--- src/rtl/sc_pkg.sv ---
// Shared definitions for the stochastic bit-stream generator: FSM encoding,
// LFSR feedback taps, default seed and the LFSR step function.
package sc_pkg;

  typedef enum logic [1:0] {
    ST_IDLE = 2'd0,
    ST_RUN  = 2'd1,
    ST_DONE = 2'd2
  } sc_state_e;

  // Taps for x^16+x^14+x^13+x^11+1 in a right-shifting Fibonacci LFSR:
  // feedback is bits 0,2,3,5 and enters at bit 15.
  localparam logic [15:0] LFSR_TAPS       = 16'h002D;
  localparam logic [15:0] SC_DEFAULT_SEED = 16'hACE1;

  function automatic logic [15:0] lfsr_next(input logic [15:0] s);
    return {^(s & LFSR_TAPS), s[15:1]};
  endfunction

endpackage

--- src/rtl/lfsr16.sv ---
// 16-bit maximal-length Fibonacci LFSR with synchronous load and step enable.
module lfsr16
  import sc_pkg::*;
#(
  parameter logic [15:0] RESET_SEED = SC_DEFAULT_SEED
) (
  input  logic        clk,
  input  logic        reset,
  input  logic        load,
  input  logic [15:0] seed,
  input  logic        enable,
  output logic [15:0] state
);

  logic [15:0] state_q;
  logic [15:0] state_d;

  // Load wins over enable; the caller guarantees a nonzero seed.
  always_comb begin
    state_d = state_q;
    if (load) begin
      state_d = seed;
    end else if (enable) begin
      state_d = lfsr_next(state_q);
    end
  end

  always_ff @(posedge clk) begin
    if (reset) begin
      state_q <= RESET_SEED;
    end else begin
      state_q <= state_d;
    end
  end

  assign state = state_q;

endmodule

--- src/rtl/stochastic_gen.sv ---
// Stochastic bit-stream generator: emits `window` bits, each 1 when the LFSR
// state is <= the latched value, and counts the emitted ones.
module stochastic_gen
  import sc_pkg::*;
#(
  parameter int               WIDTH        = 16,
  parameter logic [WIDTH-1:0] DEFAULT_SEED = SC_DEFAULT_SEED
) (
  input  logic             clk,
  input  logic             reset,
  input  logic             start,
  input  logic [WIDTH-1:0] value,
  input  logic [31:0]      window,
  input  logic [WIDTH-1:0] seed,
  output logic             stochastic_bit,
  output logic             bit_valid,
  output logic             busy,
  output logic             done,
  output logic [31:0]      ones_count,
  output logic [1:0]       state_dbg
);

  sc_state_e        state_q, state_d;
  logic [WIDTH-1:0] value_q, value_d;
  logic [31:0]      window_q, window_d;
  logic [31:0]      cnt_q, cnt_d;
  logic [31:0]      ones_q, ones_d;
  logic             bit_q, bit_d;
  logic             valid_q, valid_d;
  logic             busy_q, busy_d;
  logic             done_q, done_d;

  logic             lfsr_load;
  logic             lfsr_en;
  logic [15:0]      lfsr_state;
  logic [WIDTH-1:0] seed_eff;
  logic             first_bit;
  logic             next_bit;

  lfsr16 #(
    .RESET_SEED(DEFAULT_SEED)
  ) u_lfsr (
    .clk   (clk),
    .reset (reset),
    .load  (lfsr_load),
    .seed  (seed_eff),
    .enable(lfsr_en),
    .state (lfsr_state)
  );

  // The output bit is a flop, so it is computed one edge ahead: from the seed
  // at start, otherwise from the LFSR state the step is about to produce.
  assign seed_eff  = (seed == '0) ? DEFAULT_SEED : seed;
  assign first_bit = (seed_eff <= value);
  assign next_bit  = (lfsr_next(lfsr_state) <= value_q);

  always_comb begin
    state_d   = state_q;
    value_d   = value_q;
    window_d  = window_q;
    cnt_d     = cnt_q;
    ones_d    = ones_q;
    bit_d     = 1'b0;
    valid_d   = 1'b0;
    busy_d    = busy_q;
    done_d    = 1'b0;
    lfsr_load = 1'b0;
    lfsr_en   = 1'b0;
    case (state_q)
      ST_IDLE: begin
        busy_d = 1'b0;
        if (start) begin
          value_d   = value;
          window_d  = window;
          lfsr_load = 1'b1;
          busy_d    = 1'b1;
          ones_d    = '0;
          cnt_d     = '0;
          if (window == 32'd0) begin
            state_d = ST_DONE;
            done_d  = 1'b1;
          end else begin
            state_d = ST_RUN;
            valid_d = 1'b1;
            bit_d   = first_bit;
            cnt_d   = 32'd1;
            ones_d  = {31'd0, first_bit};
          end
        end
      end
      ST_RUN: begin
        busy_d = 1'b1;
        // cnt_q is the number of bits already emitted; it never exceeds window_q.
        if (cnt_q == window_q) begin
          state_d = ST_DONE;
          done_d  = 1'b1;
        end else begin
          lfsr_en = 1'b1;
          valid_d = 1'b1;
          bit_d   = next_bit;
          cnt_d   = cnt_q + 32'd1;
          ones_d  = ones_q + {31'd0, next_bit};
        end
      end
      ST_DONE: begin
        state_d = ST_IDLE;
        busy_d  = 1'b0;
      end
      default: begin
        state_d = ST_IDLE;
        busy_d  = 1'b0;
      end
    endcase
  end

  always_ff @(posedge clk) begin
    if (reset) begin
      state_q  <= ST_IDLE;
      value_q  <= '0;
      window_q <= '0;
      cnt_q    <= '0;
      ones_q   <= '0;
      bit_q    <= 1'b0;
      valid_q  <= 1'b0;
      busy_q   <= 1'b0;
      done_q   <= 1'b0;
    end else begin
      state_q  <= state_d;
      value_q  <= value_d;
      window_q <= window_d;
      cnt_q    <= cnt_d;
      ones_q   <= ones_d;
      bit_q    <= bit_d;
      valid_q  <= valid_d;
      busy_q   <= busy_d;
      done_q   <= done_d;
    end
  end

  assign stochastic_bit = bit_q;
  assign bit_valid      = valid_q;
  assign busy           = busy_q;
  assign done           = done_q;
  assign ones_count     = ones_q;
  assign state_dbg      = state_q;

endmodule
--- config.mk ---
export PLATFORM = sky130hd
export DESIGN_NAME = stochastic_gen
export DESIGN_NICKNAME = d
export VERILOG_FILES = /design/src/rtl/sc_pkg.sv /design/src/rtl/lfsr16.sv /design/src/rtl/stochastic_gen.sv
export SDC_FILE = /design/constraint.sdc
export NUM_CORES = 1
export LEC_CHECK = 0
export CELL_PAD_IN_SITES_DETAIL_PLACEMENT = 0
export CELL_PAD_IN_SITES_GLOBAL_PLACEMENT = 2
export CORE_ASPECT_RATIO = 1.2
export CORE_MARGIN = 2
export CORE_UTILIZATION = 35
export CTS_BUF_LIST = sky130_fd_sc_hd__clkbuf_16
export DETAILED_ROUTE_END_ITERATION = 12
export PLACE_DENSITY_LB_ADDON = 0.08
export SYNTH_ARGS = -nofsm -noshare
export SYNTH_HDL_FRONTEND = slang
export SYNTH_SLANG_ARGS = --single-unit
--- constraint.sdc ---
create_clock -name clk -period 7.6 [get_ports clk]
set_input_delay 0.76 -clock clk [delete_from_list [all_inputs] [get_ports clk]]
set_output_delay 0.76 -clock clk [all_outputs]
set_load 0.01 [all_outputs]
==> results.tsv, run 1 <==
stage	metric	value	unit
power	Clk pwr share	43.2	%
sta	max-slew violations	0	
hold_path	Worst Hold Launch	value_q[15]	
route	Detailed Routing Iterations Pass 1	5	
global_route	gr usage total	20.6	%
placed_design	Placement Cell Area	8570	um2
logic_synthesis	Synth Area in XOR/XNOR	4.35	%
floorplan	Die ar.	22500	um2
clocking	Clock Root Buffer	clkbuf_16	
logic_synthesis	cells after synthesis	935	
setup_path	critical path type	register to register	
global_route	global route total overflow	0	
logic_synthesis	Seq/Total Area, Yosys	36.0	%
logic_synthesis	synthesized area per cell	7.96	um2
floorplan	die height	164	um
power	Static Leakage	3.46	nW
logic_synthesis	largest family of logic cells by synthesized area	simple AND/OR/NAND/NOR gates	
setup_path	reg2reg end	ones_count[22]	
setup_path	worst reg2reg setup slack	3.78	ns
global_route	first-pass GRT wire length	35900	um
route	detailed-route wire length per cell	17.6	um
route	via count	6845	
sta	fmax	262	MHz
power	power density cells	205	nW/um2
clocking	setup bufs post-CTS	0	
clocking	clock edge transition at the registers on the reported setup and hold paths	0.06	ns
cells_and_area	nets	1101	
power	worst vdd ir	0.180	mV
logic_synthesis	multiplexer share of the synthesized area	3.90	%
cells_and_area	Multi-input gate area	4270	um2
clocking	Longest Clk Path Bufs	2	
setup_path	reg2reg start	u_lfsr.state[3]	
setup_path	CP Launch Type	register	
floorplan	# IOs	105	
power	Switching Share	28.7	%
logic_synthesis	Synth Area in Adders	5.88	%
sta	final hold vios	0	
placed_design	gpl congestion	0.778	
cells_and_area	final instance area	9150	um2
logic_synthesis	Synth Cell Area	7440	um2
logic_synthesis	most instantiated library cell after synthesis	nand2_1	
placed_design	IO buf count	104	
logic_synthesis	Synth area leaders	dfxtp_1 36%, nand2_1 10%, ha_1 5.9%	
logic_synthesis	Yosys warnings	0	
sta	Max-slew headroom	30.0	%
power	sequential power share	40.6	%
sta	setup TNS	0	ns
cells_and_area	fill count	2138	
logic_synthesis	Compound-Gate Fraction of Synth Area	17.8	%
clocking	CTS Sinks	134	
cells_and_area	Inserted Diodes	0	
floorplan	Core Area	20900	um2
power	internal power	1.34	mW
logic_synthesis	#FFs+latches synth	134	
clocking	CTS resizes	0	
route	via/cell ratio	5.34	
route	# DRC	0	
setup_path	Critical Path AT	4.18	ns
placed_design	dpl hpwl	15800	um
sta	setup violators final	0	
logic_synthesis	post-synthesis simple-gate area fraction	25.3	%
logic_synthesis	async set-or-reset flop fraction in the synthesized netlist	0	%
sta	RSZ-0062 raised after global routing	false	
global_route	initial antenna violation count	0	
power	Logic pwr share	16.2	%
sta	Final Cycle Share	50.2	%
outcome	status	complete, no violations	
clocking	H-tree depth	4	
logic_synthesis	Distinct cells, synth	55	
setup_path	largest fanout on the critical path	6	
logic_synthesis	cell taking the most area after synthesis	dfxtp_1	
floorplan	Die Width	137	um
cells_and_area	Register Area	2680	um2
run	Max Cap Viol	0	
clocking	CTS Buf Count	17	
global_route	vias in the first global route	6671	
hold_path	Hold Path End	value_q[15]	
setup_path	worst reg2reg path depth	14	
clocking	Clock Latency Late Sink	0.42	ns
sta	Worst Max-Slew Pin Slew	1.05	ns
floorplan	Starting Density	35.6	%
hold_path	Hold WC Path Type	register to register	
setup_path	WP data required	7.96	ns
clocking	cts hold-fix bufs	0	
route	Routed WL	22500	um
power	Net Sw Power	0.539	mW
logic_synthesis	synth cell count leaders	199 x nand2_1, 134 x dfxtp_1, 87 x a21oi_1	
logic_synthesis	Top FF cell, synth	dfxtp_1	
route	remaining antenna violation count	0	
setup_path	crit end category	register	
logic_synthesis	Synthesized Nets	1037	
cells_and_area	Syn-to-layout area delta	22.9	%
sta	Final min period	3.82	ns
cells_and_area	layout cells sized above 1	5.24	%
logic_synthesis	EDFF count, synth	0	
floorplan	# rows	58	
sta	skew final	0.00898	ns
route	DR iter-0 viols	448	
clocking	CTS tree	built	
logic_synthesis	Synth top area share	36.0	%
global_route	largest net degree at the start of global routing	83	
hold_path	WHS Path Cells	2	
[logic make-up after synthesis]
family	after synthesis
compound gates	194
fa+ha+maj	35
flops	134
simple gates	391
buf+inv	115
mux	29
xor+xnor	37
[area by class of cell]
type / instances / area share [%]
Clock buffer: 17 / 4.65
Clock inverter: 15 / 1.70
Inverter: 49 / 2.01
Multi-Input combinational cell: 686 / 46.7
Sequential cell: 134 / 29.3
Tap cell: 270 / 3.69
Timing Repair Buffer: 111 / 11.9
[per-layer routing]
layer  routed length (um)  up-vias  track usage [%]  share of wire (%)
li1                     -     3467                -                  -
met1                10500     3229             26.6                 47
met2                11000      131             35.0                 49
met3                  775       18             3.06                3.4
met4                  317        0             6.56                1.4
met5                    0        -                0                  0
[metrics by stage]
stage / util (%) / total power [mW] / hold slack [ns] / setup WS (ns) / instances
2_1_floorplan: - / 0.971 / 0.436 / 4.40 / 935
3_3_place_gp: 41.0 / 1.09 / 0.446 / 3.64 / 1250
3_5_place_dp: 41.0 / 1.08 / 0.448 / 3.57 / 1250
4_1_cts: 43.8 / 1.90 / 0.456 / 3.77 / 1282
5_1_grt: 43.8 / 1.97 / 0.475 / 3.51 / 1282
6_report: 43.8 / 1.88 / 0.454 / 3.78 / 1282
[power groups by stage]
stage               registers (mW)  clock network [mW]  logic [mW]
floorplan                    0.771                   0       0.200
global placement             0.778                   0       0.309
detailed placement           0.778                   0       0.307
CTS                          0.762               0.833       0.309
global route                 0.766               0.860       0.343
finish                       0.762               0.812       0.304
[cells in the final DEF (no fill, tap or decap), types with 7 or more instances in the layout]
| cell | count |
|---|---|
| clkbuf_16 | 17 |
| clkdlybuf4s50_1 | 103 |
| nand3_1 | 27 |
| a311oi_1 | 9 |
| nand2b_1 | 7 |
| ha_1 | 35 |
| o21ai_0 | 9 |
| or4_1 | 9 |
| a31oi_1 | 7 |
| a21oi_1 | 87 |
| mux2i_1 | 29 |
| a2111o_1 | 13 |
| nand2_1 | 198 |
| xor2_1 | 33 |
| a21o_1 | 7 |
| and3_1 | 7 |
| inv_1 | 48 |
| nor2_1 | 32 |
| nor3_1 | 10 |
| or3_1 | 29 |
| buf_4 | 7 |
| o2111ai_1 | 19 |
| nor4_1 | 23 |
| dfxtp_1 | 134 |
| nand4_1 | 24 |
| o31ai_1 | 9 |
[flip-flops by register name, summed over array words and instances, names as in the netlist]
register,cells
busy,1
cnt_q,32
done,1
stochastic_bit,1
ones_count,32
u_lfsr.state,16
window_q,32
state_dbg,2
value_q,16
bit_valid,1
[worst max-delay path, stage by stage (launching register included)]
cell and delay, ns:
dfxtp_1 0.40, xor2_1 0.19, xnor2_1 0.16, ha_1 0.33, nand4_1 0.15, nor4_1 0.44, or3_1 0.19, o22a_1 0.12
ha_1 0.24, ha_1 0.33, nand2_1 0.11, nor2_1 0.43, nand4_1 0.19, a2111o_1 0.41, nand2_1 0.06
[how the worst max path moves through the flow]
stage                          from             end  slack, ns  cells past startpoint
CTS                 u_lfsr.state[3]  ones_count[22]       3.77                     14
finish              u_lfsr.state[3]  ones_count[22]       3.78                     14
floorplan           u_lfsr.state[5]  ones_count[31]       4.40                     13
global route        u_lfsr.state[3]  ones_count[17]       3.51                     12
global placement            seed[0]  stochastic_bit       3.64                     11
detailed placement          seed[0]  stochastic_bit       3.57                     11
Note: power is estimated with default switching activity, not from simulation.
==> run 2, diff against run 1 <==
--- a/config.mk
+++ b/config.mk
@@ -9,7 +9,7 @@
 export CELL_PAD_IN_SITES_GLOBAL_PLACEMENT = 2
 export CORE_ASPECT_RATIO = 1.2
 export CORE_MARGIN = 2
-export CORE_UTILIZATION = 35
+export CORE_UTILIZATION = 32
 export CTS_BUF_LIST = sky130_fd_sc_hd__clkbuf_16
 export DETAILED_ROUTE_END_ITERATION = 12
 export PLACE_DENSITY_LB_ADDON = 0.08
==> constraint.sdc (replaced) <==
create_clock -name clk -period 3.65 [get_ports clk]
set_input_delay 0.365 -clock clk [delete_from_list [all_inputs] [get_ports clk]]
set_output_delay 0.365 -clock clk [all_outputs]
set_load 0.01 [all_outputs]
==> run 2 against run 1 <==
Utilization decreased by 3.2 points. Largest cell class unchanged. Sequential power increased by 110%. Worst setup slack got worse by 3.5 ns. Register-to-register slack got worse by 3.5 ns. Non-clock buffer count increased by 15. Power increased by 110%. Wire length increased by 3.9%. First-iteration DRC count decreased by 44%. Flip-flop and latch count unchanged. Highest routed layer unchanged. Die area increased by 9.1%. Via count increased by 0.34%.
==> results.tsv, run 2 (synthesized netlist as in run 1, its figures left out) <==
stage	metric	value	unit	change
setup_path	WP data required	4.00	ns	-3.96 ns
clocking	Clock Latency Late Sink	0.42	ns	about the same
floorplan	Die Width	143	um	+4.4%
global_route	grt met2 use	32.8	%	-2.2 points
placed_design	Place WS	0.0604	ns	-3.51 ns
floorplan	die height	171	um	+4.5%
cells_and_area	most frequent cells in the layout	198 x nand2_1, 134 x dfxtp_1, 103 x clkdlybuf4s50_1		
cells_and_area	Syn-to-layout area delta	25.5	%	
cells_and_area	final instance area	9340	um2	+2.1%
cells_and_area	Final Core Density	40.5	%	-3.2 points
setup_path	crit end category	register		
clocking	clock edge transition at the registers on the reported setup and hold paths	0.06	ns	about the same
route	Routed WL	23400	um	+3.9%
route	# DRC	0		unchanged
floorplan	# IOs	105		unchanged
placed_design	Placement Cell Area	8740	um2	+2.0%
global_route	met3 usage	3.16	%	+0.11 points
setup_path	CP Launch Type	register		
sta	max-slew violations	0		unchanged
sta	fmax	294	MHz	+12%
setup_path	critical path's largest stage delay	0.40	ns	-0.04 ns
power	power density cells	422	nW/um2	+110%
clocking	Clock Root Buffer	clkbuf_16		
clocking	CTS tree	built		
setup_path	Critical Path AT	3.75	ns	-0.43 ns
sta	Final Cycle Share	93.1	%	+43 points
power	worst vdd ir	0.315	mV	+75%
cells_and_area	Inserted Diodes	0		unchanged
route	remaining antenna violation count	0		unchanged
setup_path	Crit-path slowest cell	a2111o_1		
clocking	Longest Clk Path Bufs	2		unchanged
floorplan	Die ar.	24500	um2	+9.1%
sta	Final Worst Setup Slack	0.252	ns	-3.53 ns
global_route	met1 GRT Util	26.0	%	-0.58 points
sta	Final min period	3.40	ns	-0.417 ns
route	DR iter-0 viols	249		-44%
global_route	largest net degree at the start of global routing	91		+9.6%
hold_path	Hold WC Path Type	input pin to register		
outcome	status	complete, no violations		
sta	final hold vios	0		unchanged
sta	Fin Hold WS	0.439	ns	-0.0150 ns
global_route	vias in the first global route	6620		-0.76%
global_route	gr usage total	19.5	%	-1.0 points
clocking	H-tree depth	4		unchanged
clocking	CTS Buf Count	17		unchanged
setup_path	WP buf/inv	0		unchanged
setup_path	critical path type	register to register		
placed_design	IO buf count	104		unchanged
cells_and_area	Multi-input gate area	4310	um2	+0.79%
cells_and_area	nets	1116		+1.4%
run	Max Cap Viol	0		unchanged
placed_design	Cell Count Post-Placement	1310		+4.8%
cells_and_area	fill count	2380		+11%
floorplan	Core Area	23000	um2	+10%
power	total power	3.94	mW	+110%
power	Static Leakage	3.55	nW	+2.7%
sta	setup violators final	0		unchanged
floorplan	Starting Density	32.3	%	-3.3 points
sta	setup TNS	0	ns	unchanged
sta	skew final	0.0104	ns	+0.00142 ns
cells_and_area	most common cell after layout, fill and taps aside	nand2_1		
sta	Worst Max-Slew Pin Slew	1.05	ns	+0.00318 ns
cells_and_area	Register Area	2680	um2	unchanged
clocking	cts hold-fix bufs	0		unchanged
setup_path	worst reg2reg setup slack	0.25	ns	-3.53 ns
floorplan	# rows	61		+5.2%
cells_and_area	Finished Layout Cells	1342		+4.7%
clocking	CTS Sinks	134		unchanged
clocking	setup bufs post-CTS	0		unchanged
route	detailed-route wire length per cell	17.4	um	-0.70%
setup_path	largest fanout on the critical path	6		unchanged
sta	Max-slew headroom	29.9	%	-0.14 points
placed_design	gpl congestion	0.752		-3.3%
global_route	first-pass GRT wire length	37100	um	+3.3%
route	via count	6868		+0.34%
route	via/cell ratio	5.12		-4.1%
global_route	initial antenna violation count	0		unchanged
global_route	global route total overflow	0		unchanged
setup_path	delay-heaviest family, CP	simple AND/OR/NAND/NOR gates		
cells_and_area	layout cells sized above 1	6.72	%	+1.5 points
setup_path	crit-path cells	xor2_1 -> xnor2_1 -> ha_1 -> nand4_1 -> nor4_2 -> or3_1 -> o22a_1 -> ha_1 -> ha_2 -> nand2_1 -> nor2_4 -> nand4_1 -> a2111o_1 -> nand2_1		
placed_design	dpl hpwl	16500	um	+4.1%
global_route	layer with the highest usage	met2		
route	Detailed Routing Iterations Pass 1	5		unchanged
clocking	CTS resizes	0		unchanged
-- run 2: cell count changes in the layout (fill, tap and decap cells not counted), moves of 2 or more --
cell,delta
buf_4,+15
clkinv_4,-4
inv_1,+4
clkinv_2,+3
clkinvlp_4,-2
inv_6,-2
nor2_4,+2
-- run 2: area by class of cell --
cell class              instances  area share [%]
well taps                     315            4.22
inverters                      49            1.97
flip-flops and latches        134            28.7
clock buffers                  17            4.55
multi-input cells             686            46.1
repair buffers                126            12.9
clock inverters                15            1.58
-- run 2: worst register-to-register path: cells and delay by family (launching register included) --
kind            cells  cell delay [ns]
compound gates      2             0.53
xor+xnor            2             0.33
fa+ha+maj           3             0.86
flops               1             0.39
simple gates        7             1.23
-- run 2: worst paths after layout --
check	cells past startpoint	endpoint	from
hold / removal	4	ones_count[0]	reset
hold reg to reg	2	value_q[3]	value_q[3]
setup reg to reg	14	ones_count[22]	u_lfsr.state[3]
setup / recovery	14	ones_count[22]	u_lfsr.state[3]
-- run 2: power breakdown --
part | leakage, nW | internal [mW] | total (mW) | switching, mW
logic | 2.17 | 0.260 | 0.648 | 0.388
registers | 1.09 | 1.53 | 1.59 | 0.0561
clock network | 0.292 | 1.05 | 1.71 | 0.654
total | 3.55 | 2.85 | 3.94 | 1.10
-- run 2: layer usage --
metal  vias to the layer above  wire length [um]
met5                         -                 0
met4                         0               281
met3                        14               517
met2                        81             11400
met1                      3284             11200
li1                       3489                 -
==> run 3, diff against run 2 <==
--- a/config.mk
+++ b/config.mk
@@ -11,6 +11,7 @@
 export CORE_MARGIN = 2
 export CORE_UTILIZATION = 32
 export CTS_BUF_LIST = sky130_fd_sc_hd__clkbuf_16
+export CTS_CLUSTER_DIAMETER = 80
 export DETAILED_ROUTE_END_ITERATION = 12
 export PLACE_DENSITY_LB_ADDON = 0.08
 export SYNTH_ARGS = -nofsm -noshare
==> results of run 3 <==
The final DEF is identical to that of run 2; final timing and power are the same.
